**src/rtl/alu_pkg.sv**
```systemverilog
// Shared op codes, FSM state encoding and op-class helpers for the ALU op sequencer.
package alu_pkg;

   localparam logic [3:0] OP_ADD  = 4'd0;
   localparam logic [3:0] OP_SUB  = 4'd1;
   localparam logic [3:0] OP_MUL  = 4'd2;
   localparam logic [3:0] OP_DIV  = 4'd3;
   localparam logic [3:0] OP_FADD = 4'd4;
   localparam logic [3:0] OP_FSUB = 4'd5;
   localparam logic [3:0] OP_FMUL = 4'd6;
   localparam logic [3:0] OP_FDIV = 4'd7;
   localparam logic [3:0] OP_AND  = 4'd8;
   localparam logic [3:0] OP_OR   = 4'd9;
   localparam logic [3:0] OP_NOR  = 4'd10;
   localparam logic [3:0] OP_NOT  = 4'd11;
   localparam logic [3:0] OP_LLS  = 4'd12;
   localparam logic [3:0] OP_LRS  = 4'd13;
   localparam logic [3:0] OP_AS   = 4'd14;
   localparam logic [3:0] OP_CS   = 4'd15;

   localparam logic [1:0] IDLE = 2'd0;
   localparam logic [1:0] EXEC = 2'd1;
   localparam logic [1:0] WAIT = 2'd2;
   localparam logic [1:0] RESP = 2'd3;

   function automatic logic is_slow_op(input logic [3:0] op);
      return (op == OP_MUL) || (op == OP_DIV) || (op == OP_FMUL) || (op == OP_FDIV);
   endfunction

   function automatic logic is_shift_op(input logic [3:0] op);
      return (op == OP_LLS) || (op == OP_LRS) || (op == OP_AS) || (op == OP_CS);
   endfunction

endpackage

```
**src/rtl/alu_op_sequencer_if.sv**
```systemverilog
// Request, datapath and response signals of the ALU op sequencer.
// ALU_SEQ_PERF_EN adds the ops_done / err_count performance counters.
interface alu_op_sequencer_if;
   logic        req_valid;
   logic        req_ready;
   logic [3:0]  req_op;
   logic [63:0] req_a;
   logic [31:0] req_b;
   logic        unit_start;
   logic [3:0]  unit_op;
   logic [63:0] unit_a;
   logic [31:0] unit_b;
   logic        unit_done;
   logic        unit_err;
   logic [63:0] unit_result;
   logic        resp_valid;
   logic        resp_ready;
   logic [63:0] result;
   logic [63:0] lastresult;
   logic        err;
   logic        busy;
`ifdef ALU_SEQ_PERF_EN
   logic [15:0] ops_done;
   logic [15:0] err_count;
`endif

   modport master (
      output req_valid, req_op, req_a, req_b, resp_ready, unit_done, unit_err, unit_result,
      input  req_ready, unit_start, unit_op, unit_a, unit_b, resp_valid, result, lastresult,
             err, busy
`ifdef ALU_SEQ_PERF_EN
      , ops_done, err_count
`endif
   );

   modport slave (
      input  req_valid, req_op, req_a, req_b, resp_ready, unit_done, unit_err, unit_result,
      output req_ready, unit_start, unit_op, unit_a, unit_b, resp_valid, result, lastresult,
             err, busy
`ifdef ALU_SEQ_PERF_EN
      , ops_done, err_count
`endif
   );
endinterface

```
**src/rtl/alu_seq_timeout.sv**
```systemverilog
// Clearable up-counter used to bound the wait on a multi-cycle unit; tc_o flags TIMEOUT_CYCLES-1.
module alu_seq_timeout #(
   parameter int TIMEOUT_CYCLES = 64,
   parameter int CNT_W          = 7
) (
   input  logic clk,
   input  logic rst,
   input  logic clr_i,
   input  logic en_i,
   output logic tc_o
);
   localparam logic [CNT_W-1:0] TC_VAL = CNT_W'(TIMEOUT_CYCLES - 1);

   logic [CNT_W-1:0] cnt_q, cnt_d;

   always_comb begin
      cnt_d = cnt_q;
      if (clr_i)
         cnt_d = '0;
      else if (en_i)
         cnt_d = cnt_q + CNT_W'(1);
   end

   always_ff @(posedge clk or posedge rst) begin
      if (rst)
         cnt_q <= '0;
      else
         cnt_q <= cnt_d;
   end

   assign tc_o = (cnt_q == TC_VAL);
endmodule

```
**src/rtl/alu_op_sequencer.sv**
```systemverilog
// Issues one ALU op at a time, waits (bounded) for multi-cycle units, registers result/lastresult.
// ALU_SEQ_PERF_EN adds saturating ops_done / err_count counters.
//
// state | meaning
// IDLE  | ready for a request, operands latched on accept
// EXEC  | unit_start pulse; fast ops captured here
// WAIT  | slow op in flight, counting toward timeout
// RESP  | resp_valid held until resp_ready
module alu_op_sequencer
   import alu_pkg::*;
#(
   parameter int TIMEOUT_CYCLES = 64,
   parameter int CNT_W          = 7
) (
   input logic              clk,
   input logic              rst,
   alu_op_sequencer_if.slave bus
);
   logic [1:0]  state_q, state_d;
   logic [3:0]  op_q, op_d;
   logic [63:0] a_q, a_d;
   logic [31:0] b_q, b_d;
   logic [63:0] result_q, result_d;
   logic [63:0] lastresult_q, lastresult_d;
   logic        err_q, err_d;
   logic        cnt_clr, cnt_en, cnt_tc;

   alu_seq_timeout #(.TIMEOUT_CYCLES(TIMEOUT_CYCLES), .CNT_W(CNT_W)) u_timeout (
      .clk   (clk),
      .rst   (rst),
      .clr_i (cnt_clr),
      .en_i  (cnt_en),
      .tc_o  (cnt_tc)
   );

   always_comb begin
      state_d      = state_q;
      op_d         = op_q;
      a_d          = a_q;
      b_d          = b_q;
      result_d     = result_q;
      lastresult_d = lastresult_q;
      err_d        = err_q;
      cnt_clr      = 1'b0;
      cnt_en       = 1'b0;
      case (state_q)
         IDLE: if (bus.req_valid) begin
            op_d    = bus.req_op;
            // Shifts operate on the previous result, which becomes lastresult at capture.
            a_d     = is_shift_op(bus.req_op) ? {32'b0, result_q[31:0]} : bus.req_a;
            b_d     = bus.req_b;
            state_d = EXEC;
         end
         EXEC: if (is_slow_op(op_q)) begin
            cnt_clr = 1'b1;
            state_d = WAIT;
         end else begin
            lastresult_d = result_q;
            result_d     = bus.unit_result;
            err_d        = 1'b0;
            state_d      = RESP;
         end
         WAIT: begin
            cnt_en = 1'b1;
            if (bus.unit_done) begin
               lastresult_d = result_q;
               result_d     = bus.unit_result;
               err_d        = bus.unit_err;
               state_d      = RESP;
            end else if (cnt_tc) begin
               err_d   = 1'b1;
               state_d = RESP;
            end
         end
         RESP: if (bus.resp_ready) state_d = IDLE;
         default: state_d = IDLE;
      endcase
   end

   always_ff @(posedge clk or posedge rst) begin
      if (rst) begin
         state_q      <= IDLE;
         op_q         <= '0;
         a_q          <= '0;
         b_q          <= '0;
         result_q     <= '0;
         lastresult_q <= '0;
         err_q        <= 1'b0;
      end else begin
         state_q      <= state_d;
         op_q         <= op_d;
         a_q          <= a_d;
         b_q          <= b_d;
         result_q     <= result_d;
         lastresult_q <= lastresult_d;
         err_q        <= err_d;
      end
   end

   assign bus.req_ready  = (state_q == IDLE);
   assign bus.unit_start = (state_q == EXEC);
   assign bus.resp_valid = (state_q == RESP);
   assign bus.busy       = (state_q != IDLE);
   assign bus.unit_op    = op_q;
   assign bus.unit_a     = a_q;
   assign bus.unit_b     = b_q;
   assign bus.result     = result_q;
   assign bus.lastresult = lastresult_q;
   assign bus.err        = err_q;

`ifdef ALU_SEQ_PERF_EN
   logic [15:0] ops_done_q, ops_done_d;
   logic [15:0] err_count_q, err_count_d;
   logic        resp_hs;

   assign resp_hs = (state_q == RESP) && bus.resp_ready;

   always_comb begin
      ops_done_d  = ops_done_q;
      err_count_d = err_count_q;
      if (resp_hs && (ops_done_q != 16'hFFFF))
         ops_done_d = ops_done_q + 16'd1;
      if (resp_hs && err_q && (err_count_q != 16'hFFFF))
         err_count_d = err_count_q + 16'd1;
   end

   always_ff @(posedge clk or posedge rst) begin
      if (rst) begin
         ops_done_q  <= '0;
         err_count_q <= '0;
      end else begin
         ops_done_q  <= ops_done_d;
         err_count_q <= err_count_d;
      end
   end

   assign bus.ops_done  = ops_done_q;
   assign bus.err_count = err_count_q;
`endif
endmodule

```
**src/flat_wrapper.sv**
```systemverilog
// flat-port wrapper written by rule: the top's interface ports become plain ports
module alu_op_sequencer_flat import alu_pkg::*;
#(
   parameter int TIMEOUT_CYCLES = 64,
   parameter int CNT_W          = 7
)
  (clk, rst, bus_req_valid, bus_req_op, bus_req_a, bus_req_b, bus_resp_ready, bus_unit_done, bus_unit_err, bus_unit_result, bus_req_ready, bus_unit_start, bus_unit_op, bus_unit_a, bus_unit_b, bus_resp_valid, bus_result, bus_lastresult, bus_err, bus_busy);
  alu_op_sequencer_if bus_i ();
  input logic clk;
  input logic rst;
  input wire logic [$bits(bus_i.req_valid)-1:0] bus_req_valid;
  input wire logic [$bits(bus_i.req_op)-1:0] bus_req_op;
  input wire logic [$bits(bus_i.req_a)-1:0] bus_req_a;
  input wire logic [$bits(bus_i.req_b)-1:0] bus_req_b;
  input wire logic [$bits(bus_i.resp_ready)-1:0] bus_resp_ready;
  input wire logic [$bits(bus_i.unit_done)-1:0] bus_unit_done;
  input wire logic [$bits(bus_i.unit_err)-1:0] bus_unit_err;
  input wire logic [$bits(bus_i.unit_result)-1:0] bus_unit_result;
  output wire logic [$bits(bus_i.req_ready)-1:0] bus_req_ready;
  output wire logic [$bits(bus_i.unit_start)-1:0] bus_unit_start;
  output wire logic [$bits(bus_i.unit_op)-1:0] bus_unit_op;
  output wire logic [$bits(bus_i.unit_a)-1:0] bus_unit_a;
  output wire logic [$bits(bus_i.unit_b)-1:0] bus_unit_b;
  output wire logic [$bits(bus_i.resp_valid)-1:0] bus_resp_valid;
  output wire logic [$bits(bus_i.result)-1:0] bus_result;
  output wire logic [$bits(bus_i.lastresult)-1:0] bus_lastresult;
  output wire logic [$bits(bus_i.err)-1:0] bus_err;
  output wire logic [$bits(bus_i.busy)-1:0] bus_busy;
  assign bus_i.req_valid = bus_req_valid;
  assign bus_i.req_op = bus_req_op;
  assign bus_i.req_a = bus_req_a;
  assign bus_i.req_b = bus_req_b;
  assign bus_i.resp_ready = bus_resp_ready;
  assign bus_i.unit_done = bus_unit_done;
  assign bus_i.unit_err = bus_unit_err;
  assign bus_i.unit_result = bus_unit_result;
  assign bus_req_ready = bus_i.req_ready;
  assign bus_unit_start = bus_i.unit_start;
  assign bus_unit_op = bus_i.unit_op;
  assign bus_unit_a = bus_i.unit_a;
  assign bus_unit_b = bus_i.unit_b;
  assign bus_resp_valid = bus_i.resp_valid;
  assign bus_result = bus_i.result;
  assign bus_lastresult = bus_i.lastresult;
  assign bus_err = bus_i.err;
  assign bus_busy = bus_i.busy;
  alu_op_sequencer #(.TIMEOUT_CYCLES(TIMEOUT_CYCLES), .CNT_W(CNT_W)) u_core (.clk(clk), .rst(rst), .bus(bus_i));
endmodule
```
**config.mk**
```make
export PLATFORM = sky130hd
export DESIGN_NAME = alu_op_sequencer_flat
export DESIGN_NICKNAME = d
export VERILOG_FILES = /design/src/rtl/alu_pkg.sv /design/src/rtl/alu_op_sequencer_if.sv /design/src/rtl/alu_seq_timeout.sv /design/src/rtl/alu_op_sequencer.sv /design/src/flat_wrapper.sv
export SDC_FILE = /design/constraint.sdc
export NUM_CORES = 1
export LEC_CHECK = 0
export CAP_MARGIN = 5
export CORE_AREA = 4 4 154 156
export DETAILED_ROUTE_END_ITERATION = 6
export DIE_AREA = 0 0 158 160
export PLACE_DENSITY = 0.82
export SYNTH_ARGS = -nofsm -noshare
export SYNTH_HDL_FRONTEND = slang
export SYNTH_SLANG_ARGS = --single-unit
```
**constraint.sdc**
```tcl
create_clock -name clk -period 23.1 [get_ports clk]
set_clock_uncertainty 0.05 [all_clocks]
set_input_delay 2.31 -clock clk [delete_from_list [all_inputs] [get_ports clk]]
set_output_delay 2.31 -clock clk [all_outputs]
set_load 0.02 [all_outputs]
```
==> results of run 1 <==
-- Yosys cell counts --
cell type  number
or3_1           2
mux2i_1        34
mux2_4        110
nand4_1         3
inv_1           7
ha_1            6
clkbuf_1       12
a211oi_1        1
dfrtp_1       238
buf_12         11
nand3_1         2
a21oi_1         6
buf_2           4
a211o_4         1
nand2_1        37
o2111ai_1       1
xnor2_1         1
nor2_1          7
mux2_2         55
buf_1           5
nand2b_1        2
buf_6           4
xor2_1          3
a22o_1         32
and3b_1         1
o21ai_0        36
-- through the flow --
stage	utilization	cells	instance area (um^2)
floorplan	-	621	9800
global placement	0.622	1279	13900
detailed placement	0.622	1279	13900
CTS	0.659	1323	14700
global route	0.659	1323	14700
finish	0.659	1323	14700
-- worst reg2reg max path, delay by kind of cell, from the launching register on --
family	cells	cell delay (ns)
adders and majority gates	1	0.24
and+or+nand+nor	1	0.41
muxes	1	0.47
buffers and inverters	2	1.02
DFF	1	0.43
AOI/OAI and AO/OA	1	0.33
-- flip-flops by register name (all words and copies together), names as in the netlist --
signal,flops
u_core.state_q,2
u_core.bus.result,64
u_core.bus.unit_op,4
u_core.bus.lastresult,64
u_core.bus.unit_a,64
u_core.bus.err,1
u_core.bus.unit_b,32
u_core.u_timeout.cnt_q,7
-- layer usage --
metal / vias up / routed length (um) / track usage
li1: 2987 / - / -
met1: 3252 / 10500 / 0.238
met2: 320 / 13500 / 0.363
met3: 44 / 2860 / 0.0753
met4: 0 / 638 / 0.0574
met5: - / 0 / 0
-- where the power goes --
group	leakage, uW	total (uW)	switching, uW	internal, uW
Combinational	0.00342	1430	631	795
Clock	0.000404	396	158	238
Sequential	0.00285	788	155	633
-- path summary, 6_finish.rpt --
kind / from / to / slack, ns / cells past startpoint
max: u_core.state_q[0] / bus_busy / 18.69 / 4
min: u_core.bus.unit_a[28] / u_core.bus.unit_a[28] / 0.43 / 2
max reg2reg: u_core.state_q[1] / u_core.bus.lastresult[55] / 20.04 / 6
min reg2reg: u_core.bus.unit_a[28] / u_core.bus.unit_a[28] / 0.43 / 2
max in group asynchronous: rst / u_core.bus.lastresult[28] / 19.28 / 3
min in group asynchronous: rst / u_core.bus.lastresult[38] / 2.30 / 2
-- area by class of cell --
cell class	instances	area share
flip-flops and latches	238	0.404
clock inverters	1	0.000340
inverters	7	0.00229
multi-input cells	340	0.237
well taps	285	0.0242
clock buffers	43	0.0554
repair buffers	409	0.277
-- logic make-up (layout without fill, tap and decap cells) --
family / after synthesis / in the layout / synth area share
xor+xnor: 4 / 4 / 0.00357
compound gates: 77 / 77 / 0.0535
mux: 199 / 199 / 0.266
buf+inv: 43 / 460 / 0.0383
flops: 238 / 238 / 0.607
fa+ha+maj: 6 / 6 / 0.00766
simple gates: 54 / 54 / 0.0232
==> impl_results.md, run 1 <==
- Buffers plus inverters on the worst setup path: 3
- Port-buffer cells: 402
- CP cell instances: inv_1 -> ha_1 -> inv_1 -> clkdlybuf4s50_1
- Worst-Margin Slew: 1.12 ns
- Area Growth Syn to Fin: 50.2%
- Post-CTS resize count: 0
- Register bit total from synthesis: 238
- CP Launch Type: flip-flop
- Worst path top cell family by delay: buffers and inverters
- Die width: 158 um
- Top cell type by total area after synthesis: dfrtp_1
- HP Class: flip-flop to flip-flop
- Core ar.: 22400 um^2
- Ports: 403
- Req. time, crit path: 20.74 ns
- Cell count after synthesis: 621
- CTS tree: built
- Global-route wire length before repair: 41.4 mm
- Total CTS buffers: 26
- Final hold violations: 0
- Largest stage delay on the critical path: 0.61 ns
- Clock Latency Late Sink: 0.51 ns
- Status: finished clean
- Bufs on Longest Clock Path: 3
- Fill cells: 1584
- Root buf cell: clkbuf_16
- Gpl congestion: 0.807
- Worst-path clk slew: 0.06 ns
- Hold buffers post-CTS: 0
- ANT nets after route: 0
- Final TNS setup: 0 ns
- Slew Viols, Final: 0
- Peak VDD IR: 136 uV
- Drt drc: 0
- Pwr/cell area: 177 nW/um^2
- Area of the multi-input gates: 3490 um^2
- Row count: 55
- Nets@finish: 1198
- Initial antenna violation count: 0
- Vias in the first global route: 7136
- RSZ-0062 raised after global routing: no
- Largest cells by area after synthesis: dfrtp_1, mux2_4, mux2_2
- Pre-Repair DR Iteration Count: 4
- Hold slack: 0.426 ns
- F_max: 227 MHz
- Per-cell routed wire length: 20.8 um
- Leak: 0.00668 uW
- Die area: 25300 um^2
- Hpwl dp: 19.4 mm
- Largest net degree at the start of global routing: 99
- Final worst-path cycle share: 0.191
- Gr usage total: 0.207
- Ys Warns: 0
- Starting Density: 0.438
- Synth unique cells: 26
- Synthesized area per cell: 15.8 um^2
- Die height: 160 um
- GRT overflow: 0
- Ant. Diodes: 0
- Sequential area share after synthesis: 0.607
- H-tree levels: 1
- CP Data Arrival Time: 2.05 ns
- Commonest non-fill, non-tap cell in the layout: clkdlybuf4s50_1
- Syn Std Cell Area: 9800 um^2
- Post-Place Worst Slack: 18.29 ns
- WS Path Type: flip-flop to primary output
- Critical-path top delay cell: clkdlybuf4s50_1
- Post-CTS setup buffer count: 0
- Layout cells sized above 1: 0.205
- Max-cap viol count: 0
- Share of Yosys cell area claimed by the top area cell type: 0.607
- Final Routed Wirelength: 27.5 mm
- Sink Count: 238
- Crit-path max FO: 5
- Most frequent cells in the layout: clkdlybuf4s50_1, dfrtp_1, mux2_4
- Number of vias per cell: 4.99
- Syn_nets: 797
- Period minus WS final: 4.41 ns
- Worst setup EP type: primary output
- Max_slew headroom: 0.255
- Overall Power: 2610 uW
- 1st-iter DRT viols: 303
- Final setup viols: 0
- DR vias: 6603
- Final setup margin: 18.69 ns
- Seq. cell area: 5960 um^2
- Most used cell, CP: inv_1
(Power assumes the default switching activity.)
==> run 2, diff against run 1 <==
Settings changed: CORE_AREA 4 4 154 156 to not set, CORE_MARGIN set to 4, CORE_UTILIZATION set to 43, DIE_AREA 0 0 158 160 to not set, PLACE_DENSITY 0.82 to 0.8.
Clock period 23.1 ns to 4.5 ns, I/O delays scaled along.
==> run 2 against run 1 <==
Core utilization grew 0.80 points. Final cell count is essentially flat. Worst hold slack lost 0.031 ns. First-iteration DRC count shrank 0.66%. Largest cell class unchanged. Combinational power grew to 5.1 times the previous value. Critical path depth grew 2. Sequential power grew to 5.1 times the previous value. Clock power grew to 5.0 times the previous value. Routed wire length grew 1.5%. Worst setup slack lost 17 ns. Die area is essentially flat.
==> impl_results.md, run 2 (same netlist as run 1, synthesis figures left out) <==
- Largest stage delay on the critical path: 0.74 ns (was 0.61 ns)
- Nets@finish: 1201 (was 1198)
- RSZ-0062 raised after global routing: no (unchanged)
- Commonest non-fill, non-tap cell in the layout: clkdlybuf4s50_1 (unchanged)
- CTS tree: built (unchanged)
- Clock Power Share: 0.148 (was 0.152)
- Peak VDD IR: 752 uV (was 136 uV)
- Bufs on Longest Clock Path: 3 (unchanged)
- WS Path Type: flip-flop to flip-flop (was flip-flop to primary output)
- H-tree levels: 1 (unchanged)
- Area Growth Syn to Fin: 50.2% (about the same)
- Vias in the first global route: 7254 (was 7136)
- CP Launch Type: flip-flop (unchanged)
- CP cell instances: inv_1 -> ha_1 -> and3b_1 -> a211o_4 -> buf_4 -> mux2_2 (was inv_1 -> ha_1 -> inv_1 -> clkdlybuf4s50_1)
- Post-CTS resize count: 0 (unchanged)
- Die area: 25300 um^2 (about the same)
- Starting Density: 0.444 (was 0.438)
- RR Startpoint: u_core.state_q[1] (unchanged)
- Sw frac: 0.364 (was 0.362)
- Hold buffers post-CTS: 0 (unchanged)
- Die height: 159 um (was 160 um)
- Per-cell routed wire length: 21.1 um (was 20.8 um)
- Most frequent cells in the layout: clkdlybuf4s50_1, dfrtp_1, mux2_4 (unchanged)
- DR vias: 6577 (was 6603)
- Row count: 54 (was 55)
- Final Routed Wirelength: 27.9 mm (was 27.5 mm)
- GRT overflow: 0 (unchanged)
- R2R depth: 6 (unchanged)
- Power Internal: 8500 uW (was 1670 uW)
- DR top layer: met4 (unchanged)
- Port-buffer cells: 402 (unchanged)
- Max-cap viol count: 0 (unchanged)
- Crit Reg-Reg Endpoint: u_core.bus.lastresult[62] (was u_core.bus.lastresult[55])
- Gr usage total: 0.213 (was 0.207)
- Pwr/cell area: 907 nW/um^2 (was 177 nW/um^2)
- Leak: 0.00668 uW (about the same)
- Global-route wire length before repair: 43.1 mm (was 41.4 mm)
- Gpl congestion: 0.788 (was 0.807)
- Crit-path max FO: 51 (was 5)
- Drt drc: 0 (unchanged)
- Hpwl dp: 19.9 mm (was 19.4 mm)
- Final TNS setup: 0 ns (unchanged)
- Total CTS buffers: 26 (unchanged)
- Largest net degree at the start of global routing: 149 (was 99)
- Sink Count: 238 (unchanged)
- Status: finished clean (unchanged)
- Reg2reg setup slack: 1.61 ns (was 20.04 ns)
- Core ar.: 22100 um^2 (was 22400 um^2)
- Pre-Repair DR Iteration Count: 5 (was 4)
- ANT nets after route: 0 (unchanged)
- Post-CTS setup buffer count: 0 (unchanged)
- Layout cells sized above 1: 0.206 (was 0.205)
- HP Class: input pin to async pin (was flip-flop to flip-flop)
- F_max: 346 MHz
- Die width: 159 um (was 158 um)
- 1st-iter DRT viols: 301 (was 303)
- Period minus WS final: 2.89 ns
- Combinational share of power: 0.551 (was 0.546)
- CP Data Arrival Time: 3.24 ns (was 2.05 ns)
- DRT met1 WL: 10.8 mm (was 10.5 mm)
- Critical-path top delay cell: a211o_4 (was clkdlybuf4s50_1)
- Worst setup EP type: flip-flop (was primary output)
- Req. time, crit path: 4.85 ns (was 20.74 ns)
- Final worst-path cycle share: 0.641
- Ports: 403 (unchanged)
- Sequential cell fraction of total power: 0.301 (was 0.302)
- Worst-Margin Slew: 1.24 ns (was 1.12 ns)
- Initial antenna violation count: 1 (was 0)
- Max_slew headroom: 0.173 (was 0.255)
- Utilization after layout: 0.667 (was 0.659)
- Clock Latency Late Sink: 0.51 ns (about the same)
- WL met2: 13.9 mm (was 13.5 mm)
- WL met3: 2.28 mm (was 2.86 mm)
- Slew Viols, Final: 0 (unchanged)
- Number of vias per cell: 4.98 (was 4.99)
- Root buf cell: clkbuf_16 (unchanged)
- Final setup viols: 0 (unchanged)
- Final hold violations: 0 (unchanged)
- Sw Pwr: 4860 uW (was 944 uW)
- Worst-path clk slew: 0.06 ns (about the same)
-- run 2: changes by cell type in the layout (fill, tap and decap cells not counted) --
cell        delta
clkinv_2       +1
buf_12         +1
clkbuf_1       +2
clkbuf_8       -3
buf_4          +2
diode_2        +1
inv_8          -1
clkinvlp_4     +1
-- run 2: per-stage QoR --
step	setup WS [ns]	total power (uW)	hold WS [ns]	instance area, um^2	std cells
6_report	1.61	13400	0.395	14700	1322
5_1_grt	1.41	14000	0.402	14700	1322
4_1_cts	1.59	13500	0.377	14700	1321
3_5_place_dp	1.58	11500	0.420	13900	1277
3_3_place_gp	1.66	11300	0.413	13900	1277
2_1_floorplan	0.880	8840	0.460	9810	621
-- run 2: cell type report --
| type | instances | area, um^2 |
|---|---|---|
| Tap cell | 280 | 350 |
| Clock inverter | 2 | 10.0 |
| Timing Repair Buffer | 412 | 4110 |
| Inverter | 7 | 30.0 |
| Multi-Input combinational cell | 340 | 3490 |
| Fill cell | 1595 | 7360 |
| Antenna cell | 1 | 2.50 |
| Clock buffer | 42 | 782 |
| Sequential cell | 238 | 5960 |
-- run 2: per-layer routing --
layer	vias up	GRT usage
met3	53	0.0709
met5	-	0
met2	286	0.373
met1	3239	0.249
li1	2999	-
met4	0	0.0651
-- run 2: worst max-delay path by stage --
| stage | to | start | slack (ns) | depth (start not counted) |
|---|---|---|---|---|
| after floorplan | u_core.bus.err | rst | 0.88 | 1 |
| final | u_core.bus.lastresult[62] | u_core.state_q[1] | 1.61 | 6 |
| after CTS | u_core.bus.lastresult[60] | u_core.state_q[1] | 1.59 | 6 |
| after detailed placement | u_core.bus.lastresult[60] | u_core.state_q[1] | 1.58 | 6 |
| after global routing | u_core.bus.lastresult[60] | u_core.state_q[1] | 1.41 | 6 |
| after global placement | u_core.bus.lastresult[62] | u_core.state_q[1] | 1.66 | 6 |
-- run 2: worst max-delay path, delay by kind of cell, from the launching register on --
family	cells	cell delay (ns)
muxes	1	0.37
AOI/OAI and AO/OA	1	0.74
buffers and inverters	2	0.57
DFF	1	0.42
adders and majority gates	1	0.20
and+or+nand+nor	1	0.37
-- run 2: power by group through the flow --
stage	Clock (uW)	Sequential [uW]	Combinational, uW
after detailed placement	0	4020	7440
after global placement	0	4000	7280
final	1980	4030	7360
after CTS	2040	4030	7460
after floorplan	0	5140	3700
after global routing	2140	4160	7740
==> variant (flow settings as in run 2) <==
`TIMEOUT_CYCLES` is set to 64 in 3 places; all go to 48.
--- a/src/rtl/alu_seq_timeout.sv
+++ b/src/rtl/alu_seq_timeout.sv
@@ -1,6 +1,6 @@
 // Clearable up-counter used to bound the wait on a multi-cycle unit; tc_o flags TIMEOUT_CYCLES-1.
 module alu_seq_timeout #(
-   parameter int TIMEOUT_CYCLES = 64,
+   parameter int TIMEOUT_CYCLES = 48,
    parameter int CNT_W          = 7
 ) (
    input  logic clk,
--- a/src/rtl/alu_op_sequencer.sv
+++ b/src/rtl/alu_op_sequencer.sv
@@ -9,7 +9,7 @@
 module alu_op_sequencer
    import alu_pkg::*;
 #(
-   parameter int TIMEOUT_CYCLES = 64,
+   parameter int TIMEOUT_CYCLES = 48,
    parameter int CNT_W          = 7
 ) (
    input logic              clk,
--- a/src/flat_wrapper.sv
+++ b/src/flat_wrapper.sv
@@ -1,7 +1,7 @@
 // flat-port wrapper written by rule: the top's interface ports become plain ports
 module alu_op_sequencer_flat import alu_pkg::*;
 #(
-   parameter int TIMEOUT_CYCLES = 64,
+   parameter int TIMEOUT_CYCLES = 48,
    parameter int CNT_W          = 7
 )
   (clk, rst, bus_req_valid, bus_req_op, bus_req_a, bus_req_b, bus_resp_ready, bus_unit_done, bus_unit_err, bus_unit_result, bus_req_ready, bus_unit_start, bus_unit_op, bus_unit_a, bus_unit_b, bus_resp_valid, bus_result, bus_lastresult, bus_err, bus_busy);
Behaviour: no difference found for any inputs over 4 cycles, from zero or initial values and one cycle with rst high; that may be too few to reach the edited logic, so the function may still have changed.
==> variant against run 2 <==
Synthesized cell count rose by 0.16%; power is 1.3% higher; worst hold slack got worse by 230 ps; sequential cell count stayed put; setup slack better by 45 ps; area after synthesis down 1.4%; count of clock-buffer cells in the layout down 7; critical path depth unchanged; cell area grew 0.92%; final cell count increased by 0.30%; wire length decreased by 2.9%.
==> variant: results (changes against run 2) <==
- Detailed Route Iter0 Violations: 251 (-17%)
- The run finished with clean final reports.
- Global routing usage summed across all routing layers: 21.0% (-0.36 points)
- The total leakage power came to 6.71 nW (+0.58%).
- Switching power total: 4.86 mW (+0.11%)
* #MultiIn Comb: 342 (+0.59%)
- Maximum number of pins on one net before global-route repair: 99 (-34%)
- The final routed wire length divided by cell count is 20.4 um (-3.2%).
- The global routing met3 resource utilization was 7.52% (+0.42 points).
- Synth-to-layout area growth: 53.7%
* Layout fillers: 1561 (-2.1%)
* Number of inverters outside the clock class in the layout: 6 (-1)
* Length of routed met2 wiring: 13.3 mm (-4.4%)
* Met2 global-route usage: 36.3% (-1.0 points)
- The transition at the pin with the smallest max-transition slack came to 1090 ps (-147 ps).
- Non-clock buffers: 411 (-0.24%)
- The xor and xnor area share after synthesis came to 0.453% (+0.096 points).
- The routability congestion estimate from global placement was 0.795 (+0.91%).
- The peak fanout along the critical path came to 42 (-18%).
- Net count after synthesis: 798 (+0.13%)
- Layout cell share with drive strength beyond 1: 21.2% (+0.69 points)
* Fraction of the mapped netlist area in adder cells: 0.776% (+0.011 points)
- Clock network fraction of design power: 16.6% (+1.8 points)
- The data arrival time of the worst path came to 3180 ps (-60 ps).
- The final HPWL from detailed placement came to 19.4 mm (-2.3%).
[variant: stage by stage]
step / hold WS [ps] / std cells / cell area, um2 / total power, mW
after floorplan: 446 / 622 / 9670 / 8.52
after global placement: 411 / 1277 / 13900 / 11.2
after detailed placement: 419 / 1277 / 13900 / 11.4
after CTS: 144 / 1325 / 14900 / 13.7
after global routing: 167 / 1326 / 14900 / 14.2
final: 168 / 1326 / 14900 / 13.5
[variant: critical path, delay by kind of cell, from the launching register on]
family	cells	cell delay, ps
fa+ha+maj	1	220
simple gates	2	1120
mux	1	370
flops	1	420
buf+inv	2	480
[variant: path summary, 6_finish.rpt]
kind / startpoint / to
min in group clk: u_core.bus.unit_a[19] / u_core.bus.unit_a[19]
worst max-delay path: u_core.state_q[1] / u_core.bus.result[14]
max in group asynchronous: rst / u_core.bus.unit_a[16]
worst min-delay path: rst / u_core.bus.lastresult[24]
worst min register to register: u_core.bus.unit_a[19] / u_core.bus.unit_a[19]
worst max register to register: u_core.state_q[1] / u_core.bus.result[14]
